`src/rtl/matrix_column_scanner_if.sv`:
```
// matrix_column_scanner_if
//   Groups the scanner's pattern inputs and matrix drive outputs.
//   master : the side that supplies patterns and enable (image mux / bench)
//   slave  : the scanner itself
//   Signals:
//     enable      scan enable, low forces the matrix dark
//     col_0..2    7-bit column patterns, bit r = row r lit
//     column_n    one-hot active-low column enable
//     row_n       active-low row drive for the selected column
//     frame_start one-cycle pulse in the snapshot (LOAD) cycle
interface matrix_column_scanner_if;
  logic       enable;
  logic [6:0] col_0;
  logic [6:0] col_1;
  logic [6:0] col_2;
  logic [2:0] column_n;
  logic [6:0] row_n;
  logic       frame_start;

  modport master (
    output enable, col_0, col_1, col_2,
    input  column_n, row_n, frame_start
  );

  modport slave (
    input  enable, col_0, col_1, col_2,
    output column_n, row_n, frame_start
  );
endinterface

```
`src/rtl/matrix_column_scanner.sv`:
```
// matrix_column_scanner
//   Strobes a 3-column x 7-row LED matrix from three column patterns.
//   All three patterns are snapshotted once per frame (LOAD), then each
//   column is driven for PRESCALE cycles followed by BLANK_CYCLES of dark
//   time to suppress ghosting. Scan order is always column 0, 1, 2.
//   Frame period = 1 + 3*(PRESCALE + BLANK_CYCLES) cycles.
//   Ports:
//     clock    system clock, rising edge
//     reset_n  asynchronous active-low reset, forces all drive off
//     mx       slave side of matrix_column_scanner_if (patterns in,
//              column_n/row_n/frame_start out, all outputs registered)
module matrix_column_scanner #(
  parameter int unsigned PRESCALE     = 50000,
  parameter int unsigned BLANK_CYCLES = 500
) (
  input  logic                     clock,
  input  logic                     reset_n,
  matrix_column_scanner_if.slave   mx
);

  typedef enum logic [1:0] {
    IDLE,
    LOAD,
    DRIVE,
    BLANK
  } state_t;

  localparam logic [15:0] DRIVE_LAST = 16'(PRESCALE - 1);
  localparam logic [15:0] BLANK_LAST = 16'(BLANK_CYCLES - 1);

  state_t          state;
  logic [2:0][6:0] frame_buf;
  logic [1:0]      col_idx;
  logic [15:0]     cnt;
  logic [2:0]      column_q;
  logic [6:0]      row_q;
  logic            frame_start_q;

  // One-hot active-low column select for a column index.
  function automatic logic [2:0] column_sel_n(input logic [1:0] idx);
    column_sel_n = ~(3'b001 << idx);
  endfunction

  assign mx.column_n    = column_q;
  assign mx.row_n       = row_q;
  assign mx.frame_start = frame_start_q;

  // Outputs are computed from the state being entered, so they are valid
  // for the whole time the FSM sits in that state.
  always_ff @(posedge clock or negedge reset_n) begin
    if (!reset_n) begin
      state         <= IDLE;
      frame_buf     <= '0;
      col_idx       <= 2'd0;
      cnt           <= 16'd0;
      column_q      <= 3'b111;
      row_q         <= 7'h7F;
      frame_start_q <= 1'b0;
    end else begin
      // Dark by default; only entry into DRIVE turns a column on.
      column_q      <= 3'b111;
      row_q         <= 7'h7F;
      frame_start_q <= 1'b0;

      if (state != IDLE && !mx.enable) begin
        // Abort the frame; the snapshot is kept but never reused because
        // re-enabling always passes through LOAD first.
        state   <= IDLE;
        cnt     <= 16'd0;
        col_idx <= 2'd0;
      end else begin
        unique case (state)
          IDLE: begin
            if (mx.enable) begin
              state         <= LOAD;
              frame_start_q <= 1'b1;
            end
          end

          LOAD: begin
            frame_buf <= {mx.col_2, mx.col_1, mx.col_0};
            col_idx   <= 2'd0;
            cnt       <= 16'd0;
            state     <= DRIVE;
            // Buffer is not written yet, so column 0 comes straight from
            // the value being captured.
            column_q  <= column_sel_n(2'd0);
            row_q     <= ~mx.col_0;
          end

          DRIVE: begin
            if (cnt == DRIVE_LAST) begin
              cnt   <= 16'd0;
              state <= BLANK;
            end else begin
              cnt      <= cnt + 16'd1;
              column_q <= column_sel_n(col_idx);
              row_q    <= ~frame_buf[col_idx];
            end
          end

          BLANK: begin
            if (cnt == BLANK_LAST) begin
              cnt <= 16'd0;
              if (col_idx == 2'd2) begin
                state         <= LOAD;
                frame_start_q <= 1'b1;
              end else begin
                col_idx  <= col_idx + 2'd1;
                state    <= DRIVE;
                column_q <= column_sel_n(col_idx + 2'd1);
                row_q    <= ~frame_buf[col_idx + 2'd1];
              end
            end else begin
              cnt <= cnt + 16'd1;
            end
          end

          default: state <= IDLE;
        endcase
      end
    end
  end

endmodule

```
`src/flat_wrapper.sv`:
```
// flat-port wrapper written by rule: the top's interface ports become plain ports
module matrix_column_scanner_flat 
#(
  parameter int unsigned PRESCALE     = 50000,
  parameter int unsigned BLANK_CYCLES = 500
)
  (clock, reset_n, mx_enable, mx_col_0, mx_col_1, mx_col_2, mx_column_n, mx_row_n, mx_frame_start);
  matrix_column_scanner_if mx_i ();
  input  logic clock;
  input  logic reset_n;
  input wire logic [$bits(mx_i.enable)-1:0] mx_enable;
  input wire logic [$bits(mx_i.col_0)-1:0] mx_col_0;
  input wire logic [$bits(mx_i.col_1)-1:0] mx_col_1;
  input wire logic [$bits(mx_i.col_2)-1:0] mx_col_2;
  output wire logic [$bits(mx_i.column_n)-1:0] mx_column_n;
  output wire logic [$bits(mx_i.row_n)-1:0] mx_row_n;
  output wire logic [$bits(mx_i.frame_start)-1:0] mx_frame_start;
  assign mx_i.enable = mx_enable;
  assign mx_i.col_0 = mx_col_0;
  assign mx_i.col_1 = mx_col_1;
  assign mx_i.col_2 = mx_col_2;
  assign mx_column_n = mx_i.column_n;
  assign mx_row_n = mx_i.row_n;
  assign mx_frame_start = mx_i.frame_start;
  matrix_column_scanner #(.PRESCALE(PRESCALE), .BLANK_CYCLES(BLANK_CYCLES)) u_core (.clock(clock), .reset_n(reset_n), .mx(mx_i));
endmodule
```
`config.mk`:
```
export PLATFORM = sky130hd
export DESIGN_NAME = matrix_column_scanner_flat
export DESIGN_NICKNAME = d
export VERILOG_FILES = /design/src/rtl/matrix_column_scanner_if.sv /design/src/rtl/matrix_column_scanner.sv /design/src/flat_wrapper.sv
export SDC_FILE = /design/constraint.sdc
export NUM_CORES = 1
export LEC_CHECK = 0
export BUFFER_PORTS_ARGS = -buffer_cell sky130_fd_sc_hd__buf_2
export CORE_MARGIN = 3
export CORE_UTILIZATION = 51
export CTS_CLUSTER_DIAMETER = 40
export DETAILED_ROUTE_END_ITERATION = 12
export PLACE_DENSITY = 0.71
export SETUP_SLACK_MARGIN = 0.05
export SYNTH_ARGS = -nofsm -noshare
export SYNTH_HDL_FRONTEND = slang
export SYNTH_SLANG_ARGS = --single-unit
```
`constraint.sdc`:
```
create_clock -name clock -period 3.16 [get_ports clock]
set_input_delay 0.158 -clock clock [delete_from_list [all_inputs] [get_ports clock]]
set_output_delay 0.158 -clock clock [all_outputs]
set_load 0.02 [all_outputs]
```
Word level (Yosys, flattened, before mapping)
Cells that the tools add are included.
{ "word_totals": {"word_cells": 73, "ff_bits": 52, "inputBits": 24} }
{ "op_classes": {"eq_ne": 10, "muxes": 33, "n_reduce_logical": 9, "addsub": 2, "shift": 2, "n_bitwise": 6, "order_cmp": 2} }
{ "op_table": {"columns": ["op", "n"], "rows": [
  ["$mux 16", 3],
  ["$pmux 16 s3", 1],
  ["$mux 7", 6],
  ["$bmux 7 s2", 2],
  ["$not 7->7", 3],
  ["$pmux 7 s3", 1],
  ["$add 16x1->16 const B", 1],
  ["$eq 16x16->1 const B", 1],
  ["$eq 16x9->1 const B", 1],
  ["$mux 2", 8],
  ["$mux 3", 4],
  ["$pmux 3 s3", 1],
  ["$pmux 2 s4", 1],
  ["$eq 2x2->1 const B", 3],
  ["$lt 2x3->1 const B", 2],
  ["$ne 3x1->1 const B", 2],
  ["$ne 3x2->1 const B", 2],
  ["$not 3->3", 2],
  ["$reduce_and 3->1", 2],
  ["$shl 1x2->3 const A", 2],
  ["$mux 1", 4],
  ["$pmux 2 s2", 1],
  ["$reduce_bool 4->1", 1],
  ["$reduce_bool 3->1", 1],
  ["9 further kinds", 9]
]} }

Logic depth before layout (Yosys ltp)
Gate-level depths: netlist of the first run.
{ "depth": {"depth_word": 8, "depth_mapped": 10, "mapped_depth_nobuf": 7} }

Least setup slack after synthesis of the first run
Ideal clock, no wire load.
{ "synth_timing": {"path_type": "register -> register", "startpoint": "register u_core.col_idx[0]", "endpoint": "register u_core.row_q[5], in the netlist u_core.mx.row_n[5]", "t_arrival_ps": 2346, "path_buffers": 4, "slack_ps": 714, "required_ps": 3060, "setup_time_ps": 100, "stages_incl_launch_ff": 11, "cell_sequence": "dfrtp_1 > clkbuf_1 > buf_2 > inv_1 > ha_1 > clkbuf_1 > and2_1 > clkbuf_1 > a21oi_1 > o21ai_0 > o2111ai_1"} }
{ "synth_between": {"elab_chain_len": 8} }
{ "synth_rtl": {"columns": ["item", "line", "source"], "rows": [
  ["start, declared", "matrix_column_scanner.sv:33", "logic [1:0] col_idx;"],
  ["start signal, assigned", "matrix_column_scanner.sv:109", "col_idx <= col_idx + 2'd1;"],
  ["$add 2x1->2", "matrix_column_scanner.sv:112", "row_q <= ~frame_buf[col_idx + 2'd1];"],
  ["$bmux 7 s2", "matrix_column_scanner.sv:112", null],
  ["$mux 7 (implied by the code)", "matrix_column_scanner.sv:112", null],
  ["$not 7->7", "matrix_column_scanner.sv:112", null],
  ["$mux 7", "matrix_column_scanner.sv:105", "if (col_idx == 2'd2) begin"],
  ["$mux 7", "matrix_column_scanner.sv:103", "if (cnt == BLANK_LAST) begin"],
  ["$pmux 7 s3 (*)", "matrix_column_scanner.sv:72", "unique case (state)"],
  ["$mux 7 (*)", "matrix_column_scanner.sv:65", "if (state != IDLE && !mx.enable) begin"],
  ["end signal, assigned", "matrix_column_scanner.sv:88", "row_q <= ~mx.col_0;"],
  ["end signal, assigned", "matrix_column_scanner.sv:98", "row_q <= ~frame_buf[col_idx];"],
  ["end signal, assigned", "matrix_column_scanner.sv:112", null],
  ["end, declared", "matrix_column_scanner.sv:36", "logic [6:0] row_q;"]
]} }
Mark *: on every way between the ends. The rest lies on a longest branch, timed or not. The select of a mux whose other input is x is not followed.
A chain may end at the register's enable or synchronous reset.

Worst setup path in the final report of the first run
{ "layout_timing": {"startpoint": "register u_core.state[1]", "endpoint": "register u_core.cnt[2]"} }
{ "layout_between": {"elab_chain_len": 3} }
{ "layout_rtl": {"columns": ["item", "line", "source"], "rows": [
  ["start, declared", "matrix_column_scanner.sv:31", "state_t state;"],
  ["start signal, assigned", "matrix_column_scanner.sv:52", "state <= IDLE;"],
  ["start signal, assigned", "matrix_column_scanner.sv:68", "state <= IDLE;"],
  ["start signal, assigned", "matrix_column_scanner.sv:75", "state <= LOAD;"],
  ["$eq 2x2->1, or another cell as far along", "matrix_column_scanner.sv:72", null],
  ["$pmux 16 s3 or $logic_and 1x1->1 (tied branches)", "matrix_column_scanner.sv:72, matrix_column_scanner.sv:65", null],
  ["$mux 16 or $reduce_bool 4->1 (tied branches)", null, null],
  ["end signal, assigned", "matrix_column_scanner.sv:96", "cnt <= cnt + 16'd1;"],
  ["end signal, assigned", "matrix_column_scanner.sv:115", "cnt <= cnt + 16'd1;"],
  ["end, declared", "matrix_column_scanner.sv:34", "logic [15:0] cnt;"]
]} }
Parallel ways exist; a longest one is shown, timed or not.

==> qor.yml, run 1 <==
logic_synthesis:
  yosysSeqAreaShare_pct: 44.7
  netlist_instances: 293
  synth_flop_cell: "dfrtp_1"
  synth-warning-count: 0
  synth_edf_count: 0
  syn_area_um2: 2940
  synth_compound_area_share_pct: 17.8
  synth_top_family_by_area: "compound AO/OA/AOI/OAI gates"
  yosys.area_share.adder_pct: 4.68
  synth_simple_gate_area_share_pct: 14.1
  synthXorXnorAreaFrac_pct: 0.893
  syn_nets: 328
  avgSynthCellArea_um2: 10.0
  synth-seq-cells: 52
  async_flop_share_pct: 100
  synth.area.mux_share_pct: 13.5
  synth_cell_types: 42
drt:
  vias_per_cell: 5.95
  wl_um: 6340
  wl_per_cell_um: 16.1
  drc: 0
  drt_iter0_markers: 82
  ant_nets: 0
  vias: 2346
  dr.pass1.iters: 4
global_routing:
  grt_use_total_pct: 20.6
  grt_max_degree: 50
  grt_pass1_vias: 2277
  grt_overflow: 0
  antenna_found_initial: 0
  grt_first_pass_wirelength_um: 10800
layout:
  area_delta_synth_final_pct: 12.4
  drive_gt1_share_pct: 26.1
  num-nets-final: 356
  final_cells: 394
  antenna_cells: 0
setup_path:
  worstPathCellList: "inv_1 > ha_1 > inv_1 > buf_4 > nand3_1 > o22ai_4 > or2b_1 > a31oi_1"
  worstRegToRegCells: 8
  cp.arrival_ns: 2.63
  crit_top_cell: "inv_1"
  path_buf_inv: 3
  regToRegSetupSlack_ns: 0.76
  required_ns: 3.39
  end_kind: "flip-flop"
  cp_top_family: "compound AO/OA/AOI/OAI gates"
  slowest_delay_ns: 0.57
  timing.rr.end: "u_core.cnt[2]"
  r2r_start: "u_core.state[1]"
  path_max_fanout: 28
  cp_slowest_cell: "o22ai_4"
  cp-start-kind: "flip-flop"
  critical_path_class: "flip-flop to flip-flop"
die:
  die-area_um2: 6710
  placementRows: 27
  start_util_pct: 53.1
  die_w_um: 81.9
  core_um2: 5540
  die_y_um: 81.9
  pin_count: 35
placed_design:
  place_congestion: 0.868
  dp_hpwl_um: 4330
  port_buffers: 34
  dp.cells: 386
sta:
  rsz0062_at_grt: "no"
  slew_violations: 0
  finalCritPeriodShare_pct: 75.8
  tns_ns: 0
  min_period_ns: 2.40
  final.setup_skew_ns: 0.00973
  slew_headroom_pct: 28.9
  setup_viol: 0
  fmax_mhz: 417
  tightest_slew_ns: 1.07
  hold_violations: 0
  whs_ns: 0.0310
min_path:
  hold_path.class: "primary input to asynchronous set/reset pin"
cts:
  htree_num_levels: 2
  clk_pin_slew_ns: 0.10
  cts.sinks: 52
  holdBufCountCts: 0
  post-cts-setup-buffers: 0
  cts_buffer_depth: 2
  cts_tree: "done"
  numCtsBuffers: 5
  cts_root_buffer: "clkbuf_8"
  cts_resized: 0
  insertion_delay_ns: 0.31
power_and_ir_drop:
  leakagePower_nw: 1.37
  cellPowerDensity_nw_per_um2: 918
  finalPower_mw: 3.04
  peakVddDrop_uv: 344
outcome:
  status: "completed"
job:
  maxCapViolCount: 0
[worst max-delay path by stage]
stage                 startpoint                  to  slack, ns  cells past startpoint
4_1_cts          u_core.state[1]       u_core.cnt[2]       0.75                      8
3_3_place_gp     u_core.state[1]       u_core.cnt[2]       0.83                      8
2_1_floorplan  u_core.col_idx[0]  u_core.mx.row_n[5]       0.71                     10
5_1_grt          u_core.state[1]       u_core.cnt[2]       0.50                      8
6_report         u_core.state[1]       u_core.cnt[2]       0.76                      8
3_5_place_dp     u_core.state[1]       u_core.cnt[2]       0.76                      8
[layout by cell type (no fill, tap or decap), types with 2 or more instances in the layout]
cell,Yosys,final
a31oi_1,13,13
dfstp_2,10,10
nand2_1,17,17
ha_1,11,11
o2111ai_1,7,7
inv_1,10,10
nor4_1,4,4
buf_2,2,34
nand2b_1,3,3
clkbuf_8,0,5
o21ai_0,21,21
nor2_1,22,22
and3_1,3,3
nor3_1,2,2
nor4_4,2,2
a22o_1,4,4
buf_4,0,5
bufinv_16,0,3
nand4_1,4,4
mux2i_1,16,16
dfrtp_1,42,42
a21oi_1,31,31
a41oi_1,2,2
mux2_2,21,21
nand3_1,11,11
xor2_1,2,2
[routing by layer]
layer / global-route usage [%] / part of all wire, %
met3: 3.84 / 3.7
met4: 5.98 / 1.5
met5: 0 / 0
met2: 34.1 / 50
met1: 27.4 / 45
[sequential cells by signal, summed over array words and instances, names as in the netlist]
| register | cells |
|---|---|
| u_core.cnt | 16 |
| u_core.col_idx | 2 |
| u_core.frame_buf | 21 |
| u_core.mx.column_n | 3 |
| u_core.mx.frame_start | 1 |
| u_core.mx.row_n | 7 |
| u_core.state | 2 |
[Yosys cell counts (4+ instances only)]
master,number,area [um^2]
a21oi_1,31,155
a22o_1,4,35.0
a31oi_1,13,81.3
clkbuf_1,13,48.8
dfrtp_1,42,1050
dfstp_2,10,263
ha_1,11,138
inv_1,10,37.5
mux2_2,21,236
mux2i_1,16,160
nand2_1,17,63.8
nand3_1,11,55.1
nand4_1,4,25.0
nor2_1,22,82.6
nor4_1,4,25.0
o2111ai_1,7,61.3
o21ai_0,21,105
[worst register-to-register path, cell delays in order, from the launching register on]
cell	delay [ns]
dfrtp_1	0.47
inv_1	0.13
ha_1	0.28
inv_1	0.08
buf_4	0.20
nand3_1	0.15
o22ai_4	0.57
or2b_1	0.28
a31oi_1	0.17
[cell type report]
type | instances | area, um^2
inverter | 10 | 37.5
clock inverter | 3 | 90.1
tap | 72 | 90.1
multi-input combinational | 213 | 1500
clock buffer | 5 | 68.8
fill | 481 | 2230
timing repair buffer | 39 | 208
sequential | 52 | 1310
[power breakdown]
group          internal, mW  total (mW)  switching, mW
registers             0.934        1.11          0.177
logic                 0.564        1.30          0.736
clock network         0.396       0.625          0.229
total                  1.89        3.04           1.14
[metrics by stage]
stage	utilization (%)	cell area, um^2	worst slack, ns
2_1_floorplan	-	2940	0.714
3_3_place_gp	56.8	3150	0.834
3_5_place_dp	56.8	3150	0.764
4_1_cts	59.7	3310	0.747
5_1_grt	59.7	3310	0.501
6_report	59.7	3310	0.764
[cell families (layout without fill, tap and decap cells)]
family / after synthesis / count (layout)
fa+ha+maj: 11 / 11
compound gates: 85 / 85
xor+xnor: 3 / 3
flops: 52 / 52
mux: 37 / 37
buf+inv: 28 / 57
simple gates: 77 / 77
Power figures use the tool's default switching activity.
==> inputs of run 2 (changes only) <==
--- a/config.mk
+++ b/config.mk
@@ -5,12 +5,13 @@
 export SDC_FILE = /design/constraint.sdc
 export NUM_CORES = 1
 export LEC_CHECK = 0
+export ABC_AREA = 1
 export BUFFER_PORTS_ARGS = -buffer_cell sky130_fd_sc_hd__buf_2
 export CORE_MARGIN = 3
 export CORE_UTILIZATION = 51
 export CTS_CLUSTER_DIAMETER = 40
 export DETAILED_ROUTE_END_ITERATION = 12
-export PLACE_DENSITY = 0.71
+export PLACE_DENSITY = 0.74
 export SETUP_SLACK_MARGIN = 0.05
 export SYNTH_ARGS = -nofsm -noshare
 export SYNTH_HDL_FRONTEND = slang
==> constraint.sdc (replaced) <==
create_clock -name clock -period 2.07 [get_ports clock]
set_input_delay 0.1035 -clock clock [delete_from_list [all_inputs] [get_ports clock]]
set_output_delay 0.1035 -clock clock [all_outputs]
set_load 0.02 [all_outputs]
==> run 2 against run 1 <==
Total power grew 45%. Sequential share of layout area down 3.6 points. Combinational power increased by 54%. Maximum frequency up 30%. First-iteration DRC count grew to 2.6 times the previous value. Clock skew barely moved. Clock power is 31% higher.
==> qor.yml, run 2 <==
logic_synthesis:
  syn_nets: 438  # was 328
  synth.area.top_cells: "dfrtp_1 (33%), nand2_1 (11%), dfstp_2 (8.2%), nor2_1 (5.6%), o21ai_0 (5.0%)"  # was dfrtp_1 (36%), dfstp_2 (8.9%), mux2_2 (8.0%), mux2i_1 (5.4%), a21oi_1 (5.3%)
  synth.area.mux_share_pct: 4.92  # was 13.5%
  synth_top_cells_by_count: "nand2_1 (93), nor2_1 (48), dfrtp_1 (42)"  # was dfrtp_1 (42), a21oi_1 (31), nor2_1 (22)
  yosysSeqAreaShare_pct: 41.0  # was 44.7%
  synthXorXnorAreaFrac_pct: 1.91  # was 0.893%
  async_flop_share_pct: 100  # unchanged
  syn_area_um2: 3200  # was 2940 um^2
  synth_cell_types: 33  # was 42
  synth-warning-count: 0  # unchanged
  synth_top_area_cell: "dfrtp_1"  # unchanged
  synth_simple_gate_area_share_pct: 28.4  # was 14.1%
  yosys.area_share.adder_pct: 4.30  # was 4.68%
  synth_most_common_cell: "nand2_1"  # was dfrtp_1
  synth_compound_area_share_pct: 12.6  # was 17.8%
  synth_top_family_by_area: "simple AND/OR/NAND/NOR gates"  # was compound AO/OA/AOI/OAI gates
  synth_flop_cell: "dfrtp_1"  # unchanged
  synth-seq-cells: 52  # unchanged
  synth_edf_count: 0  # unchanged
  avgSynthCellArea_um2: 7.94  # was 10.0 um^2
  synth_top_area_share_pct: 32.8  # was 35.7%
  netlist_instances: 403  # was 293
placed_design:
  dpl_cell_area_um2: 3490  # was 3150 um^2
  dp.cells: 512  # was 386
  place_congestion: 0.934  # was 0.868
  port_buffers: 34  # unchanged
  dp_hpwl_um: 5200  # was 4330 um
die:
  die-area_um2: 7270  # was 6710 um^2
  die_w_um: 85.2  # was 81.9 um
  core_um2: 5990  # was 5540 um^2
  placementRows: 28  # was 27
  start_util_pct: 53.4  # was 53.1%
  die_y_um: 85.2  # was 81.9 um
  pin_count: 35  # unchanged
drt:
  met3_length_um: 549  # was 236 um
  wl_um: 7200  # was 6340 um
  drc: 0  # unchanged
  dr.pass1.iters: 8  # was 4
  routed-wl-met2_um: 3320  # was 3140 um
  top_layer_used: "met4"  # unchanged
  drt_iter0_markers: 215  # was 82
  wl_met1_um: 3240  # was 2870 um
  ant_nets: 0  # unchanged
  wl_per_cell_um: 13.8  # was 16.1 um
  vias: 2888  # was 2346
  vias_per_cell: 5.54  # was 5.95
sta:
  fmax_mhz: 544  # was 417 MHz
  tightest_slew_ns: 0.608  # was 1.07 ns
  finalCritPeriodShare_pct: 88.8  # was 75.8%
  tns_ns: 0  # unchanged
  hold_violations: 0  # unchanged
  final.setup_skew_ns: 0.00932  # was 0.00973 ns
  slew_violations: 0  # unchanged
  rsz0062_at_grt: "no"  # unchanged
  slew_headroom_pct: 59.5  # was 28.9%
  min_period_ns: 1.84  # was 2.40 ns
  whs_ns: 0.0157  # was 0.0310 ns
  setup_viol: 0  # unchanged
cts:
  insertion_delay_ns: 0.31  # about the same
  post-cts-setup-buffers: 0  # unchanged
  cts_resized: 0  # unchanged
  cts_tree: "done"  # unchanged
  clk_pin_slew_ns: 0.10  # about the same
  cts.sinks: 52  # unchanged
  htree_num_levels: 2  # unchanged
  cts_buffer_depth: 2  # unchanged
  numCtsBuffers: 5  # unchanged
  holdBufCountCts: 1  # was 0
  cts_root_buffer: "clkbuf_8"  # unchanged
layout:
  drive_gt1_share_pct: 22.2  # was 26.1%
  num-nets-final: 480  # was 356
  layout_commonest_cell: "nand2_1"  # was dfrtp_1
  regMostFlops: "u_core.frame_buf"  # unchanged
  design_area_um2: 3630  # was 3310 um^2
  largest_reg_flops: 21  # unchanged
  area_delta_synth_final_pct: 13.4  # was 12.4%
  mostFrequentLayoutCells: "nand2_1 (93), nor2_1 (48), dfrtp_1 (42), inv_1 (36), buf_2 (34)"  # was dfrtp_1 (42), buf_2 (34), a21oi_1 (31), nor2_1 (22)
  final_cells: 521  # was 394
  antenna_cells: 0  # unchanged
  utilization_pct: 60.6  # was 59.7%
power_and_ir_drop:
  cellPowerDensity_nw_per_um2: 1210  # was 918 nW/um^2
  leakagePower_nw: 1.77  # was 1.37 nW
  peakVddDrop_uv: 685  # was 344 uV
global_routing:
  grt_use_total_pct: 20.9  # was 20.6%
  grt_first_pass_wirelength_um: 12300  # was 10800 um
  grt_max_degree: 29  # was 50
  antenna_found_initial: 0  # unchanged
  grt_overflow: 0  # unchanged
  grt_pass1_vias: 2643  # was 2277
setup_path:
  slowest_delay_ns: 0.46  # was 0.57 ns
  required_ns: 2.27  # was 3.39 ns
  path_buf_inv: 2  # was 3
  end_kind: "flip-flop"  # unchanged
  path_max_fanout: 28  # unchanged
  cp_slowest_cell: "dfrtp_1"  # was o22ai_4
  cp_top_family: "flip-flops"  # was compound AO/OA/AOI/OAI gates
  critical_path_class: "flip-flop to flip-flop"  # unchanged
  cp-start-kind: "flip-flop"  # unchanged
  cp.arrival_ns: 2.04  # was 2.63 ns
  worstPathCellList: "inv_1 > ha_1 > nor2_2 > inv_2 > nand2_4 > mux2_2"  # was inv_1 > ha_1 > inv_1 > buf_4 > nand3_1 > o22ai_4 > or2b_1 > a31oi_1
job:
  maxCapViolCount: 0  # unchanged
outcome:
  status: "completed"  # unchanged
min_path:
  hold_path.class: "primary input to flip-flop"  # was primary input to asynchronous set/reset pin
run 2: cell count changes in the layout (fill, tap and decap cells not counted), sizes merged, moves of 7 or more:
cell,delta
mux2i,-16
o21ai,+17
o22ai,+13
nor2,+30
nand2,+85
a21oi,-13
inv,+27
a31oi,-12
mux2,-7
nand3,+15
run 2: per-layer routing:
layer / up-vias / track usage, %
met5: - / 0
met4: 0 / 5.18
met3: 17 / 4.37
met2: 136 / 32.6
met1: 1329 / 29.8
li1: 1406 / -
run 2: power by group:
part / switching (mW) / internal, mW / total, mW
Clock: 0.337 / 0.483 / 0.821
Sequential: 0.185 / 1.39 / 1.57
Combinational: 1.25 / 0.744 / 2.00
Total: 1.77 / 2.62 / 4.39
run 2: kinds of logic (layout without fill, tap and decap cells):
| family | Yosys count | after routing |
|---|---|---|
| AND/OR/NAND/NOR | 194 | 194 |
| AO/OA/AOI/OAI | 75 | 75 |
| flip-flops | 52 | 52 |
| buffers and inverters | 50 | 93 |
| multiplexers | 14 | 14 |
| adder cells (fa/ha/maj) | 11 | 11 |
| XOR/XNOR | 7 | 7 |
run 2: final timing paths:
path                            cells after the start  slack, ns                    end       startpoint
worst max-delay path                                6       0.23    u_core.frame_buf[2]  u_core.state[1]
worst min-delay path                                2       0.02    u_core.frame_buf[9]      mx_col_1[2]
worst max register to register                      6       0.23    u_core.frame_buf[2]  u_core.state[1]
worst min register to register                      2       0.52          u_core.cnt[1]    u_core.cnt[1]
max in group asynchronous                           3       1.11  u_core.mx.column_n[2]          reset_n
min in group asynchronous                           2       0.33          u_core.cnt[9]          reset_n
run 2: metrics by stage:
| step | setup WS (ns) | power [mW] |
|---|---|---|
| 2_1_floorplan | 0.310 | 3.07 |
| 3_3_place_gp | 0.317 | 3.50 |
| 3_5_place_dp | 0.219 | 3.57 |
| 4_1_cts | 0.212 | 4.39 |
| 5_1_grt | 0.106 | 4.72 |
| 6_report | 0.232 | 4.39 |
run 2: cell type report:
class	count	area, um^2
fillers	514	2360
multi-input cells	301	1670
flip-flops and latches	52	1310
repair buffers	46	275
inverters	39	149
well taps	75	93.8
clock buffers	6	72.6
clock inverters	2	60.1
==> inputs of run 3 (changes only) <==
--- a/config.mk
+++ b/config.mk
@@ -5,7 +5,6 @@
 export SDC_FILE = /design/constraint.sdc
 export NUM_CORES = 1
 export LEC_CHECK = 0
-export ABC_AREA = 1
 export BUFFER_PORTS_ARGS = -buffer_cell sky130_fd_sc_hd__buf_2
 export CORE_MARGIN = 3
 export CORE_UTILIZATION = 51
==> run 3 against run 2 <==
The run now ends with negative hold slack left. Register-to-register slack worse by 0.19 ns. Total power is 7.6% higher. Sequential share of layout area fell by 0.96 points. Die area fell by 7.6%. Non-clock buffer count increased by 38. Critical endpoint is now u_core.cnt[12].
==> qor.yml, run 3 (synthesis gave the netlist of run 1 again) <==
setup_path:
  required_ns: 2.27  # about the same
  path_max_fanout: 5  # was 28
  critical_path_class: "flip-flop to flip-flop"  # unchanged
  worstRegToRegCells: 7  # was 6
  cp_top_family: "simple AND/OR/NAND/NOR gates"  # was flip-flops
  cp_slowest_cell: "or4bb_4"  # was dfrtp_1
  cp-start-kind: "flip-flop"  # unchanged
  end_kind: "flip-flop"  # unchanged
  slowest_delay_ns: 0.55  # was 0.46 ns
  worst-path-stages: 7  # was 6
  cp.arrival_ns: 2.23  # was 2.04 ns
  path_buf_inv: 2  # unchanged
  worstPathCellList: "or4bb_4 > nor4_4 > buf_6 > o22ai_4 > buf_4 > a21oi_1 > a31oi_1"  # was inv_1 > ha_1 > nor2_2 > inv_2 > nand2_4 > mux2_2
layout:
  drive_gt1_share_pct: 36.6  # was 22.2%
  utilization_pct: 67.4  # was 60.6%
  final_cells: 441  # was 521
  area_delta_synth_final_pct: 27.0  # was 13.4%
  largest_reg_flops: 21  # unchanged
  antenna_cells: 0  # unchanged
  num-nets-final: 403  # was 480
  mostFrequentLayoutCells: "dfrtp_1 (41), buf_4 (38), buf_2 (34), a21oi_1 (29), nor2_1 (22)"  # was nand2_1 (93), nor2_1 (48), dfrtp_1 (42), inv_1 (36), buf_2 (34)
  regMostFlops: "u_core.frame_buf"  # unchanged
  layout_commonest_cell: "dfrtp_1"  # was nand2_1
drt:
  dr.pass1.iters: 5  # was 8
  ant_nets: 0  # unchanged
  vias: 2660  # was 2888
  drt_iter0_markers: 186  # was 215
  drc: 0  # unchanged
  wl_um: 7480  # was 7200 um
  wl_per_cell_um: 17.0  # was 13.8 um
  vias_per_cell: 6.03  # was 5.54
global_routing:
  grt_first_pass_wirelength_um: 11900  # was 12300 um
  grt_use_total_pct: 23.0  # was 20.9%
  grt_max_degree: 53  # was 29
  grt_pass1_vias: 2473  # was 2643
  antenna_found_initial: 0  # unchanged
  grt_overflow: 0  # unchanged
cts:
  cts_buffer_depth: 2  # unchanged
  cts.sinks: 52  # unchanged
  insertion_delay_ns: 0.32  # was 0.31 ns
  htree_num_levels: 2  # unchanged
  clk_pin_slew_ns: 0.10  # about the same
  numCtsBuffers: 5  # unchanged
  cts_root_buffer: "clkbuf_8"  # unchanged
  cts_tree: "done"  # unchanged
placed_design:
  dp.cells: 413  # was 512
  dp_hpwl_um: 4740  # was 5200 um
  port_buffers: 34  # unchanged
  place_congestion: 0.863  # was 0.934
outcome:
  violations: "negative hold slack"
  status: "finished, violations left"  # was completed
sta:
  slew_violations: 0  # unchanged
  whs_ns: -0.00292  # was 0.0157 ns
  final.setup_skew_ns: 0.00713  # was 0.00932 ns
  setup_viol: 0  # unchanged
  fmax_mhz: 492  # was 544 MHz
  hold_violations: 1  # was 0
  tightest_slew_ns: 0.661  # was 0.608 ns
  tns_ns: 0  # unchanged
  finalCritPeriodShare_pct: 98.2  # was 88.8%
  min_period_ns: 2.03  # was 1.84 ns
  rsz0062_at_grt: "yes"  # was no
  slew_headroom_pct: 55.9  # was 59.5%
die:
  placementRows: 27  # was 28
  start_util_pct: 53.1  # was 53.4%
  die_w_um: 81.9  # was 85.2 um
  die-area_um2: 6710  # was 7270 um^2
  core_um2: 5540  # was 5990 um^2
  pin_count: 35  # unchanged
  die_y_um: 81.9  # was 85.2 um
job:
  maxCapViolCount: 0  # unchanged
min_path:
  hold_path.class: "primary input to flip-flop"  # unchanged
  min_path_cells: 2  # unchanged
power_and_ir_drop:
  peakVddDrop_uv: 707  # was 685 uV
  cellPowerDensity_nw_per_um2: 1260  # was 1210 nW/um^2
  leakagePower_nw: 1.59  # was 1.77 nW
[run 3: what timing repair did]
| action | 4_1_cts | 5_1_grt |
|---|---|---|
| cloned | 1 | 1 |
| endpoints found under the hold margin | 48 | 0 |
| setup endpoints to repair | 7 | 30 |
| resized for setup | 0 | 23 |
| setup buffers | 3 | 8 |
| pin swaps | 3 | 8 |
| hold buffers | 7 | 0 |
[run 3: worst paths after layout]
check | startpoint | slack, ns | endpoint
worst max register to register | u_core.cnt[14] | 0.04 | u_core.cnt[12]
worst max-delay path | u_core.cnt[14] | 0.04 | u_core.cnt[12]
worst min register to register | u_core.cnt[15] | 0.53 | u_core.cnt[15]
worst min-delay path | mx_col_0[3] | -0.003 | u_core.mx.row_n[3]
max in group asynchronous | reset_n | 1.16 | u_core.cnt[14]
min in group asynchronous | reset_n | 0.42 | u_core.frame_buf[0]
[run 3: stage by stage]
step           power, mW  instance area, um^2  setup slack, ns
6_report            4.72                 3730           0.0376
3_5_place_dp        3.95                 3370           0.0448
2_1_floorplan       3.24                 2950          -0.0520
5_1_grt             5.07                 3730          -0.0621
4_1_cts             4.58                 3560           0.0473
3_3_place_gp        3.85                 3370           0.0687
[run 3: area by class of cell]
cell class              instances  area [um^2]
fillers                       432         1810
multi-input cells             215         1610
flip-flops and latches         52         1320
repair buffers                 84          594
well taps                      72         90.1
clock buffers                   6         72.6
inverters                      10         37.5
clock inverters                 2         16.3
[run 3: routing by layer]
metal | track usage (%) | part of all wire [%] | up-vias
met4 | 7.31 | 1.8 | 0
met1 | 30.2 | 43 | 1323
li1 | - | - | 1230
met3 | 3.95 | 4.8 | 16
met5 | 0 | 0 | -
met2 | 38.5 | 50 | 91
[run 3: power by group]
part           total, mW  switching, mW  internal [mW]
clock              0.603          0.362          0.242
sequential          1.68          0.250           1.43
combinational       2.44           1.33           1.11
total               4.72           1.94           2.78
